## src/rtl/pwr_domain_seq.sv

```systemverilog
// -----------------------------------------------------------------------------
// pwr_domain_seq
//   Sequences one switchable power domain so that it follows the 2-bit SoC
//   power state requested by the power controller. Clock gate, isolation,
//   retention save/restore and the power switch are driven in a safe order,
//   and the switch acknowledge is awaited with a timeout.
//
//   Power states (target_state / current_state):
//     00 SHUTDOWN   rail off, no retention
//     01 DEEPSLEEP  rail off, retention flops hold state
//     10 SLEEP      rail on, clock gated
//     11 ACTIVE     rail on, clocked
//
// Ports
//   clk            single clock
//   reset_n        asynchronous active-low reset
//   target_state   requested power state, sampled only when idle
//   pwr_ack        power-switch status (1 = rail up), synchronous to clk
//   err_clr        one-cycle pulse clearing err
//   current_state  power state the domain has actually reached
//   busy           sequence in progress
//   clk_en         domain clock gate enable
//   iso_en         isolation clamp enable (1 = isolated)
//   pwr_sw_en      power switch enable
//   ret_save       retention save pulse (RET_CYCLES wide)
//   ret_restore    retention restore pulse (RET_CYCLES wide)
//   ret_valid      retention flops hold valid saved content
//   err            sticky acknowledge-timeout flag
// -----------------------------------------------------------------------------
module pwr_domain_seq #(
    parameter int SETTLE_CYCLES = 4,   // 1..255
    parameter int RET_CYCLES    = 2,   // 1..15
    parameter int ACK_TIMEOUT   = 16   // 2..255
) (
    input  logic       clk,
    input  logic       reset_n,
    input  logic [1:0] target_state,
    input  logic       pwr_ack,
    input  logic       err_clr,
    output logic [1:0] current_state,
    output logic       busy,
    output logic       clk_en,
    output logic       iso_en,
    output logic       pwr_sw_en,
    output logic       ret_save,
    output logic       ret_restore,
    output logic       ret_valid,
    output logic       err
);

    localparam logic [1:0] PS_SHUTDOWN  = 2'b00;
    localparam logic [1:0] PS_DEEPSLEEP = 2'b01;
    localparam logic [1:0] PS_ACTIVE    = 2'b11;

    // Terminal counts: every timed state counts 0 .. N-1.
    localparam logic [7:0] SETTLE_LAST = 8'(SETTLE_CYCLES - 1);
    localparam logic [7:0] RET_LAST    = 8'(RET_CYCLES - 1);
    localparam logic [7:0] ACK_LAST    = 8'(ACK_TIMEOUT - 1);

    typedef enum logic [3:0] {
        S_IDLE,
        S_CLK_OFF,
        S_ISO_ON,
        S_SAVE,
        S_PSW_OFF,
        S_PSW_ON,
        S_SETTLE,
        S_RESTORE,
        S_ISO_OFF,
        S_CLK_ON,
        S_LATERAL
    } state_t;

    state_t     r_state;
    logic [1:0] r_target;   // target captured in IDLE, frozen for the sequence
    logic [7:0] r_cnt;      // shared by SAVE, RESTORE, SETTLE and the ack waits

    // Bit 1 of the encoding is "rail on" (SLEEP/ACTIVE).
    logic w_cur_on;
    logic w_tgt_on;
    // In both wait states pwr_sw_en already holds the commanded rail level.
    logic w_ack_ok;

    assign w_cur_on = current_state[1];
    assign w_tgt_on = target_state[1];
    assign w_ack_ok = (pwr_ack == pwr_sw_en);

    // NOTE: all state and outputs are updated with non-blocking assignments so
    // every branch below sees the pre-edge values of the registers it reads.
    always_ff @(posedge clk or negedge reset_n) begin
        if (!reset_n) begin
            r_state       <= S_IDLE;
            r_target      <= PS_SHUTDOWN;
            r_cnt         <= '0;
            current_state <= PS_SHUTDOWN;
            busy          <= 1'b0;
            clk_en        <= 1'b0;
            iso_en        <= 1'b1;
            pwr_sw_en     <= 1'b0;
            ret_save      <= 1'b0;
            ret_restore   <= 1'b0;
            ret_valid     <= 1'b0;
            err           <= 1'b0;
        end else begin
            // A timeout later in this block overrides a coincident clear.
            if (err_clr) begin
                err <= 1'b0;
            end

            case (r_state)
                S_IDLE: begin
                    r_cnt <= '0;
                    if (target_state != current_state) begin
                        r_target <= target_state;
                        busy     <= 1'b1;
                        if (w_cur_on && !w_tgt_on) begin
                            r_state <= S_CLK_OFF;
                            clk_en  <= 1'b0;
                        end else if (!w_cur_on && w_tgt_on) begin
                            r_state   <= S_PSW_ON;
                            pwr_sw_en <= 1'b1;
                        end else begin
                            // Same rail level: only the clock gate can differ.
                            r_state <= S_LATERAL;
                            if (w_tgt_on) begin
                                clk_en <= (target_state == PS_ACTIVE);
                            end
                        end
                    end
                end

                S_CLK_OFF: begin
                    r_state <= S_ISO_ON;
                    iso_en  <= 1'b1;
                end

                S_ISO_ON: begin
                    r_cnt <= '0;
                    if (r_target == PS_DEEPSLEEP) begin
                        r_state  <= S_SAVE;
                        ret_save <= 1'b1;
                    end else begin
                        r_state   <= S_PSW_OFF;
                        pwr_sw_en <= 1'b0;
                    end
                end

                S_SAVE: begin
                    if (r_cnt == RET_LAST) begin
                        r_cnt     <= '0;
                        ret_save  <= 1'b0;
                        ret_valid <= 1'b1;
                        r_state   <= S_PSW_OFF;
                        pwr_sw_en <= 1'b0;
                    end else begin
                        r_cnt <= r_cnt + 8'd1;
                    end
                end

                S_PSW_OFF, S_PSW_ON: begin
                    if (w_ack_ok) begin
                        r_cnt <= '0;
                        if (r_state == S_PSW_OFF) begin
                            current_state <= r_target;
                            busy          <= 1'b0;
                            r_state       <= S_IDLE;
                            if (r_target == PS_SHUTDOWN) begin
                                ret_valid <= 1'b0;
                            end
                        end else begin
                            r_state <= S_SETTLE;
                        end
                    end else if (r_cnt == ACK_LAST) begin
                        // Switch never answered: park the domain safely off.
                        r_cnt         <= '0;
                        err           <= 1'b1;
                        pwr_sw_en     <= 1'b0;
                        iso_en        <= 1'b1;
                        clk_en        <= 1'b0;
                        ret_save      <= 1'b0;
                        ret_restore   <= 1'b0;
                        ret_valid     <= 1'b0;
                        current_state <= PS_SHUTDOWN;
                        busy          <= 1'b0;
                        r_state       <= S_IDLE;
                    end else begin
                        r_cnt <= r_cnt + 8'd1;
                    end
                end

                S_SETTLE: begin
                    if (r_cnt == SETTLE_LAST) begin
                        r_cnt <= '0;
                        if (ret_valid) begin
                            r_state     <= S_RESTORE;
                            ret_restore <= 1'b1;
                        end else begin
                            r_state <= S_ISO_OFF;
                            iso_en  <= 1'b0;
                        end
                    end else begin
                        r_cnt <= r_cnt + 8'd1;
                    end
                end

                S_RESTORE: begin
                    if (r_cnt == RET_LAST) begin
                        r_cnt       <= '0;
                        ret_restore <= 1'b0;
                        ret_valid   <= 1'b0;
                        r_state     <= S_ISO_OFF;
                        iso_en      <= 1'b0;
                    end else begin
                        r_cnt <= r_cnt + 8'd1;
                    end
                end

                S_ISO_OFF: begin
                    if (r_target == PS_ACTIVE) begin
                        r_state <= S_CLK_ON;
                        clk_en  <= 1'b1;
                    end else begin
                        current_state <= r_target;
                        busy          <= 1'b0;
                        r_state       <= S_IDLE;
                    end
                end

                S_CLK_ON: begin
                    current_state <= r_target;
                    busy          <= 1'b0;
                    r_state       <= S_IDLE;
                end

                S_LATERAL: begin
                    if (r_target == PS_SHUTDOWN) begin
                        ret_valid <= 1'b0;
                    end
                    current_state <= r_target;
                    busy          <= 1'b0;
                    r_state       <= S_IDLE;
                end

                default: begin
                    r_state <= S_IDLE;
                end
            endcase
        end
    end

endmodule

```

## config.mk

```make
export PLATFORM = sky130hd
export DESIGN_NAME = pwr_domain_seq
export DESIGN_NICKNAME = d
export VERILOG_FILES = /design/src/rtl/pwr_domain_seq.sv
export SDC_FILE = /design/constraint.sdc
export NUM_CORES = 1
export LEC_CHECK = 0
export CAP_MARGIN = 40
export CORE_UTILIZATION = 25
export CTS_CLUSTER_SIZE = 14
export DETAILED_ROUTE_END_ITERATION = 6
export DONT_BUFFER_PORTS = 1
export GPL_TIMING_DRIVEN = 0
export MAX_ROUTING_LAYER = met4
export PLACE_DENSITY = 0.42
export SKIP_CTS_REPAIR_TIMING = 1
export SLEW_MARGIN = 20
export SYNTH_ARGS = -nofsm -noshare
export SYNTH_HDL_FRONTEND = slang
export SYNTH_SLANG_ARGS = --single-unit
```

## constraint.sdc

```tcl
create_clock -name clk -period 5.95 [get_ports clk]
set_input_delay 1.19 -clock clk [delete_from_list [all_inputs] [get_ports clk]]
set_output_delay 1.19 -clock clk [all_outputs]
set_load 0.005 [all_outputs]
```

==> reports/metrics.csv, run 1 <==
stage,metric,value,unit
critical_path,start_kind,input port,
synthesis,synthFlopType,dfrtp_1,
timing,skew,15.3,ps
cts,cts_buffer_depth,2,
worst_hold_path,worstHoldEndpoint,ret_save,
global_route,met2_usage,0.201,
timing,drv_slew,0,
global_route,overflow,0,
critical_path,worstSetupEndpointType,register,
timing,period_share,0.422,
global_route,grt_pass1_wl,7490,um
synthesis,synth_top_area_frac,0.347,
detailed_routing,drc,0,
synthesis,yosysWarnings,0,
critical_path,crit_required,6180,ps
cts,cts_sinks,24,
timing,maxSlewHeadroom,0.665,
cts,clk_pin_slew_worst_paths,110,ps
critical_path,reg2reg_depth,4,
cts,numCtsBuffers,3,
power,ir_drop,0.000170,V
floorplanning,rows,29,
synthesis,syn_area_per_cell,9.27,um2
global_route,grt_util_met1,0.192,
critical_path,critPathArrivalTime,2740,ps
synthesis,synth_area_leader_cell,dfrtp_1,
critical_path,r2r_end,r_state[1],
timing,tns,0,ps
synthesis,synthTopCellsByArea,"dfrtp_1 35%, nand2_1 4.1%, ha_1 3.8%",
placed_design,placement.cell_area,1760,um2
timing,worst_pin_slew,502,ps
synthesis,synth_edf_count,0,
synthesis,synth_cell_types,58,
cells_and_area,layout.nets,196,
cells_and_area,syn_to_final_growth,10.4,%
cts,ctsRootBufferMaster,clkbuf_8,
synthesis,syn_inst,179,
cts,clock_latency,290,ps
synthesis,synthArstFlopShare,1.00,
detailed_routing,drt-wirelength-per-cell,16.8,um
worst_hold_path,min_path_type,reg -> reg,
floorplanning,fp.coreArea,6390,um2
detailed_routing,firstDrtPassIters,4,
detailed_routing,vias_per_cell,5.46,
global_route,grtUsageMet3,0.0198,
cells_and_area,num_antenna_cells,0,
synthesis,seq_area_frac_synth,0.363,
power,p_leak,0.000794,uW
timing,finalSetupViolCount,0,
placed_design,dp_hpwl,3200,um
floorplanning,die_h,83.5,um
floorplanning,fp.dieW,83.5,um
cells_and_area,finalInstanceArea,1830,um2
timing,fmax,0.398,GHz
placed_design,io_buffers,0,
worst_hold_path,whs_path_depth,1,
critical_path,critical_path.max_fanout,6,
timing,finalHoldViolCount,0,
detailed_routing,ant_nets,0,
detailed_routing,first_iter_violations,124,
global_route,grt_pass1_vias,1446,
timing,fin_ws,3440,ps
status,status,"complete, no violations",
global_route,antenna_found_initial,0,
placed_design,place_ws,3110,ps
floorplanning,io_pins,16,
timing,fin_crit,2510,ps
worst_hold_path,worstHoldStart,ret_save,
detailed_routing,wl,4380,um
floorplanning,dieArea,6970,um2
synthesis,synth_area,1660,um2
synthesis,ys_seq_elements,24,
critical_path,r2r_start,r_cnt[5],
global_route,grt.busiest_layer,met2,
cells_and_area,layout-drive-gt1-share,0.147,
critical_path,crit_type,in -> reg,
placed_design,gpl.final_weighted_congestion,0.831,
floorplanning,initial_core_util,0.260,
detailed_routing,vias,1424,
critical_path,ff2ff_setup_slack,3830,ps
power,power_density,522,nW/um2
cts,cts-htree-levels,1,
cts,cts_tree,yes,
global_route,grt_max_degree,25,
synthesis,syn-num-nets,190,
job,maxCapViolations,0,
global_route,track_usage,0.137,
timing,rsz0062_at_grt,no,
==> worst max path at each step <==
stage	cells past startpoint	slack (ps)	from	to
floorplan	5	3400	pwr_ack	iso_en
global placement	5	3080	pwr_ack	iso_en
detailed placement	5	3110	pwr_ack	iso_en
CTS	5	3420	pwr_ack	iso_en
global route	5	3350	pwr_ack	iso_en
finish	5	3440	pwr_ack	iso_en
==> stage by stage <==
step                utilization  power [uW]  hold WS (ps)  std cells
floorplan                     -         673           471        179
global placement          0.275         812           499        256
detailed placement        0.276         802           498        257
CTS                       0.287         959           524        261
global route              0.287        1050           554        261
finish                    0.287         956           522        261
==> final cells by class <==
class	instances	area [um2]
buffer	5	40.0
clock buffer	3	41.3
clock inverter	1	30.0
fill	678	4550
inverter	8	30.0
multi-input combinational	142	987
sequential	24	602
tap	77	96.3
timing repair buffer	1	5.00
==> report_power, final <==
group	internal (uW)	switching, uW
Sequential	216	56.0
Clock	90.3	63.9
Combinational	219	311
==> flip-flops by register name, summed over array words and instances (netlist names) <==
name / flops
ret_valid: 1
busy: 1
r_state: 4
clk_en: 1
pwr_sw_en: 1
err: 1
ret_save: 1
r_target: 2
ret_restore: 1
current_state: 2
iso_en: 1
r_cnt: 8
==> cells in the final DEF, fill, tap and decap left out, drive strengths merged, types with 5 or more instances in the layout <==
cell    synthesis  layout
nor2           10      10
inv             8       8
o21ai          15      15
clkbuf          4       7
nand2          18      18
dfrtp          23      23
ha              5       5
nand2b          6       6
nand3           8       8
and3            7       7
a21o            6       6
o211ai          6       6
==> cells by family after synthesis <==
logic type | count (synthesis) | share of synthesized area
buffers and inverters | 13 | 0.0422
XOR/XNOR | 3 | 0.0204
AND/OR/NAND/NOR | 70 | 0.231
AO/OA/AOI/OAI | 59 | 0.273
multiplexers | 5 | 0.0332
flip-flops | 24 | 0.363
adder cells (fa/ha/maj) | 5 | 0.0377
==> metal layers <==
layer  vias to the layer above  wire [um]
li1                        685          -
met1                       692       2110
met2                        44       1980
met3                         3        262
met4                         0         29
met5                         -          0
==> cell usage after synthesis, types with 2 or more instances <==
master and n:
and3_1 3, and2_1 2, nor2_1 10, nand2b_1 6, mux2_2 4, dfrtp_1 23, o21bai_1 2, o21ai_1 4
and3_2 3, a21oi_1 4, ha_1 5, a31oi_1 2, a21o_1 6, a32oi_1 3, nor3b_1 4, nand2_1 18
nor2b_1 3, o211ai_1 4, a22o_1 3, o21ai_0 11, clkbuf_1 3, a41oi_1 3, nor4_1 2, inv_1 8
nor3_1 3, nand3_1 8
==> worst max-delay path, stage by stage <==
cell and delay, ps:
xor2_2 370, a31o_2 310, nand2_1 140, a2111oi_2 370, mux2_2 370
No activity file was read; power rests on OpenSTA's default activity.
==> inputs of run 2 (changes only) <==
Clock period 5.95 ns to 2.4 ns, I/O delays scaled along.
==> reports/metrics.csv, run 2 (synthesized netlist as in run 1, its figures left out) <==
stage,metric,value,unit,change
critical_path,worstSetupEndpointType,register,,
placed_design,io_buffers,0,,unchanged
cts,cts_sinks,24,,unchanged
power,clock_power_share,0.160,,about the same
cts,cts_buffer_depth,2,,unchanged
detailed_routing,ant_nets,0,,unchanged
detailed_routing,vias_per_cell,5.57,,+2.1%
power,internal-power,1310,uW,+150%
timing,finalHoldViolCount,0,,unchanged
timing,maxSlewHeadroom,0.641,,-0.0242
cells_and_area,largest_reg_flops,8,,unchanged
power,power_density,1290,nW/um2,+150%
cells_and_area,syn_to_final_growth,12.2,%,
cells_and_area,top_register,r_cnt,,
timing,worst_pin_slew,539,ps,+36.4 ps
global_route,track_usage,0.137,,unchanged
floorplanning,die_h,83.5,um,unchanged
global_route,met2_usage,0.201,,unchanged
global_route,antenna_found_initial,0,,unchanged
worst_hold_path,min_path_type,in -> async,,
timing,fin_crit,2140,ps,
power,ir_drop,0.000426,V,+150%
global_route,overflow,0,,unchanged
critical_path,crit_required,2630,ps,-3550 ps
cells_and_area,layout.nets,198,,+1.0%
critical_path,crit_type,reg -> reg,,
floorplanning,initial_core_util,0.260,,unchanged
power,p_leak,0.000807,uW,+1.7%
detailed_routing,drt-wirelength-per-cell,17.0,um,+1.6%
timing,period_share,0.890,,
cts,numCtsBuffers,3,,unchanged
detailed_routing,wl,4480,um,+2.3%
cells_and_area,num_antenna_cells,0,,unchanged
cts,cts_tree,yes,,
global_route,grtUsageMet3,0.0198,,unchanged
cells_and_area,reg_top3,"r_cnt (8), r_state (4)",,
cts,ctsRootBufferMaster,clkbuf_8,,
floorplanning,fp.dieW,83.5,um,unchanged
timing,rsz0062_at_grt,no,,
job,maxCapViolations,0,,unchanged
detailed_routing,drc,0,,unchanged
power,p_comb_frac,0.557,,+0.003
cells_and_area,fillCellCount,675,,-0.44%
detailed_routing,vias,1465,,+2.9%
cells_and_area,final_common_cell,dfrtp_1,,
floorplanning,dieArea,6970,um2,unchanged
timing,drv_slew,0,,unchanged
power,seqPwrFrac,0.283,,-0.002
critical_path,critical_path.max_fanout,6,,unchanged
global_route,grt_util_met1,0.192,,unchanged
power,swShare,0.454,,+0.00395
critical_path,start_kind,register,,
status,status,"complete, no violations",,
placed_design,dp_hpwl,3200,um,unchanged
critical_path,critPathArrivalTime,2370,ps,-370 ps
cells_and_area,most-common-layout-cells,"23 x dfrtp_1, 18 x nand2_1, 11 x o21ai_0",,
global_route,grt_pass1_vias,1446,,unchanged
cells_and_area,stdcell_count,263,,+0.77%
timing,tns,0,ps,unchanged
timing,fmax,0.468,GHz,
global_route,grt.busiest_layer,met2,,
cells_and_area,layout-drive-gt1-share,0.151,,+0.00380
detailed_routing,first_iter_violations,109,,-12%
timing,finalSetupViolCount,0,,unchanged
floorplanning,rows,29,,unchanged
floorplanning,io_pins,16,,unchanged
detailed_routing,firstDrtPassIters,4,,unchanged
cts,clock_latency,290,ps,about the same
cts,clk_pin_slew_worst_paths,110,ps,about the same
placed_design,dp_cells,257,,unchanged
global_route,grt_pass1_wl,7490,um,unchanged
placed_design,gpl.final_weighted_congestion,0.831,,unchanged
cts,cts-htree-levels,1,,unchanged
power,power.switching,1090,uW,+150%
global_route,grt_max_degree,25,,unchanged
floorplanning,fp.coreArea,6390,um2,unchanged
timing,skew,18.1,ps,+2.88 ps
run 2: area by class of cell:
type                       count  area (um2)  share of cell area
multi-input combinational    142         987               0.530
sequential                    24         602               0.323
tap                           77        96.3              0.0517
clock buffer                   3        41.3              0.0222
buffer                         5        40.0              0.0215
timing repair buffer           3        35.0              0.0188
clock inverter                 1        30.0              0.0161
inverter                       8        30.0              0.0161
run 2: power groups by stage:
stage	clock, uW	sequential, uW	combinational [uW]
after CTS	387	678	1310
after floorplan	0	650	1020
final	384	677	1340
after detailed placement	0	687	1300
after global placement	0	688	1320
after global routing	406	703	1500
run 2: worst paths after layout:
path / start / to / slack [ps] / cells after the start
max: pwr_sw_en / iso_en / 260 / 5
min: reset_n / iso_en / 10 / 0
max reg2reg: pwr_sw_en / iso_en / 260 / 5
min reg2reg: busy / busy / 520 / 2
max in group asynchronous: reset_n / r_cnt[6] / 1630 / 2
min in group clk: err_clr / err / 310 / 1
run 2: routing by layer:
metal | part of all wire | routed length [um]
met1 | 0.50 | 2260
met2 | 0.43 | 1910
met3 | 0.050 | 224
met4 | 0.020 | 89
met5 | 0 | 0
run 2: per-stage QoR:
stage                     hold slack [ps]  setup slack, ps  area (um2)  utilization  power, uW
after global routing                0.457              160        1860        0.292       2610
after detailed placement              185              267        1760        0.276       1990
after global placement                185              238        1760        0.275       2010
final                                11.4              264        1860        0.292       2400
after CTS                            -133              251        1830        0.287       2380
after floorplan                       184              462        1660            -       1670
run 2: worst max-delay path, cell delays in order (launching register included):
cell and delay (ps):
dfrtp_1 450, xor2_2 440, a31o_2 310, nand2_1 140
a2111oi_2 370, mux2_2 370
==> inputs of run 3 (changes only) <==
Settings changed: PLACE_DENSITY 0.42 to not set, SLEW_MARGIN 20 to 40.
==> reports/metrics.csv, run 3 (synthesized netlist as in run 1, its figures left out) <==
stage,metric,value,unit,change
global_route,grt_pass1_vias,1398,,-3.3%
floorplanning,io_pins,16,,unchanged
cts,cts-htree-levels,1,,unchanged
power,power_density,1240,nW/um2,-3.8%
cells_and_area,reg_top3,"r_cnt (8), r_state (4)",,
detailed_routing,drc,0,,unchanged
detailed_routing,ant_nets,0,,unchanged
timing,fin_crit,2130,ps,-9.62 ps
power,ir_drop,0.000359,V,-16%
timing,fmax,0.470,GHz,+0.45%
detailed_routing,firstDrtPassIters,4,,unchanged
placed_design,placement.cell_area,1760,um2,-0.28%
timing,worst_pin_slew,613,ps,+74.7 ps
floorplanning,initial_core_util,0.260,,unchanged
detailed_routing,vias_per_cell,5.64,,+1.2%
critical_path,ff2ff_setup_slack,270,ps,about the same
critical_path,critical_path.max_fanout,6,,unchanged
cts,ctsRootBufferMaster,clkbuf_8,,
critical_path,crit_type,reg -> reg,,
cts,numCtsBuffers,3,,unchanged
cells_and_area,most-common-layout-cells,"23 x dfrtp_1, 18 x nand2_1, 11 x o21ai_0",,
floorplanning,fp.coreArea,6390,um2,unchanged
cells_and_area,layout-drive-gt1-share,0.152,,+0.00164
timing,holdWs,-3.38,ps,-14.8 ps
floorplanning,fp.dieW,83.5,um,unchanged
cells_and_area,num_antenna_cells,0,,unchanged
global_route,track_usage,0.127,,-0.0100
cells_and_area,post-route-util,0.288,,-0.00392
cells_and_area,syn_to_final_growth,10.7,%,
cells_and_area,top_register,r_cnt,,
detailed_routing,drt-wirelength-per-cell,15.9,um,-6.9%
global_route,overflow,0,,unchanged
cells_and_area,layout.nets,196,,-1.0%
placed_design,io_buffers,0,,unchanged
placed_design,dp_hpwl,3000,um,-6.2%
power,p_leak,0.000792,uW,-1.9%
critical_path,critPathArrivalTime,2300,ps,-70 ps
power,total_power,2280,uW,-5.0%
cells_and_area,finalInstanceArea,1840,um2,-1.3%
timing,skew,11.4,ps,-6.73 ps
cts,cts_sinks,24,,unchanged
worst_hold_path,min_path_type,in -> async,,
floorplanning,dieArea,6970,um2,unchanged
cts,clk_pin_slew_worst_paths,90,ps,-20 ps
floorplanning,die_h,83.5,um,unchanged
timing,finalHoldViolCount,5,,+5
critical_path,start_kind,register,,
timing,period_share,0.886,,-0.00401
timing,finalSetupViolCount,0,,unchanged
detailed_routing,first_iter_violations,123,,+13%
placed_design,gpl.final_weighted_congestion,0.871,,+4.9%
critical_path,crit_end,r_state[1],,
detailed_routing,vias,1471,,+0.41%
cells_and_area,largest_reg_flops,8,,unchanged
cts,clock_latency,280,ps,about the same
job,maxCapViolations,0,,unchanged
critical_path,worstSetupEndpointType,register,,
cells_and_area,final_common_cell,dfrtp_1,,
cells_and_area,fillCellCount,691,,+2.4%
detailed_routing,wl,4140,um,-7.6%
timing,tns,0,ps,unchanged
global_route,antenna_found_initial,0,,unchanged
critical_path,critical_path.startpoint,r_cnt[5],,
critical_path,reg2reg_depth,4,,-1
timing,drv_slew,0,,unchanged
critical_path,r2r_end,r_state[1],,
status,violations,hold timing,,
floorplanning,rows,29,,unchanged
status,status,finished with violations,,
cts,cts_buffer_depth,2,,unchanged
cts,cts_tree,yes,,
timing,maxSlewHeadroom,0.588,,-0.0532
critical_path,crit_required,2570,ps,-60 ps
critical_path,r2r_start,r_cnt[5],,
global_route,grt_pass1_wl,7040,um,-6.0%
global_route,grt_max_degree,25,,unchanged
timing,rsz0062_at_grt,no,,
[run 3: layer usage]
metal | wire length [um] | part of all wire | up-vias | global-route usage
met4 | 59 | 0.014 | 0 | 0.0462
met5 | 0 | 0 | - | -
met2 | 1850 | 0.45 | 51 | 0.192
li1 | - | - | 690 | -
met3 | 296 | 0.071 | 5 | 0.0158
met1 | 1930 | 0.47 | 725 | 0.175
[run 3: report_power, final]
group	total, uW	switching [uW]	internal (uW)
combinational	1310	765	543
clock	286	139	147
sequential	681	144	537
total	2280	1050	1230
[run 3: worst min-delay path by stage]
stage             from               end  slack (ps)  cells after the start
2_1_floorplan  reset_n              busy         180                      0
3_3_place_gp   reset_n  current_state[0]         180                      0
4_1_cts        reset_n              busy        -120                      0
5_1_grt        reset_n              busy           2                      1
3_5_place_dp   reset_n              busy         180                      0
6_report       reset_n              busy          -3                      1
[run 3: worst max-delay path, cell delays in order (launching register included)]
cell,delay [ps]
dfrtp_1,430
or4_4,610
o211ai_4,270
o2111a_1,350
mux2_2,360
[run 3: stage by stage]
step | std cells | setup WS, ps
after floorplan | 179 | 462
after global routing | 261 | 127
after detailed placement | 256 | 292
after global placement | 256 | 286
after CTS | 260 | 274
final | 261 | 273
[run 3: area by class of cell]
type / count / area (um2) / area share
repair buffers: 1 / 20.0 / 0.0109
inverters: 8 / 30.0 / 0.0163
plain buffers: 5 / 40.0 / 0.0218
multi-input cells: 142 / 993 / 0.541
flip-flops and latches: 24 / 602 / 0.328
well taps: 77 / 96.3 / 0.0525
clock buffers: 4 / 55.1 / 0.0300
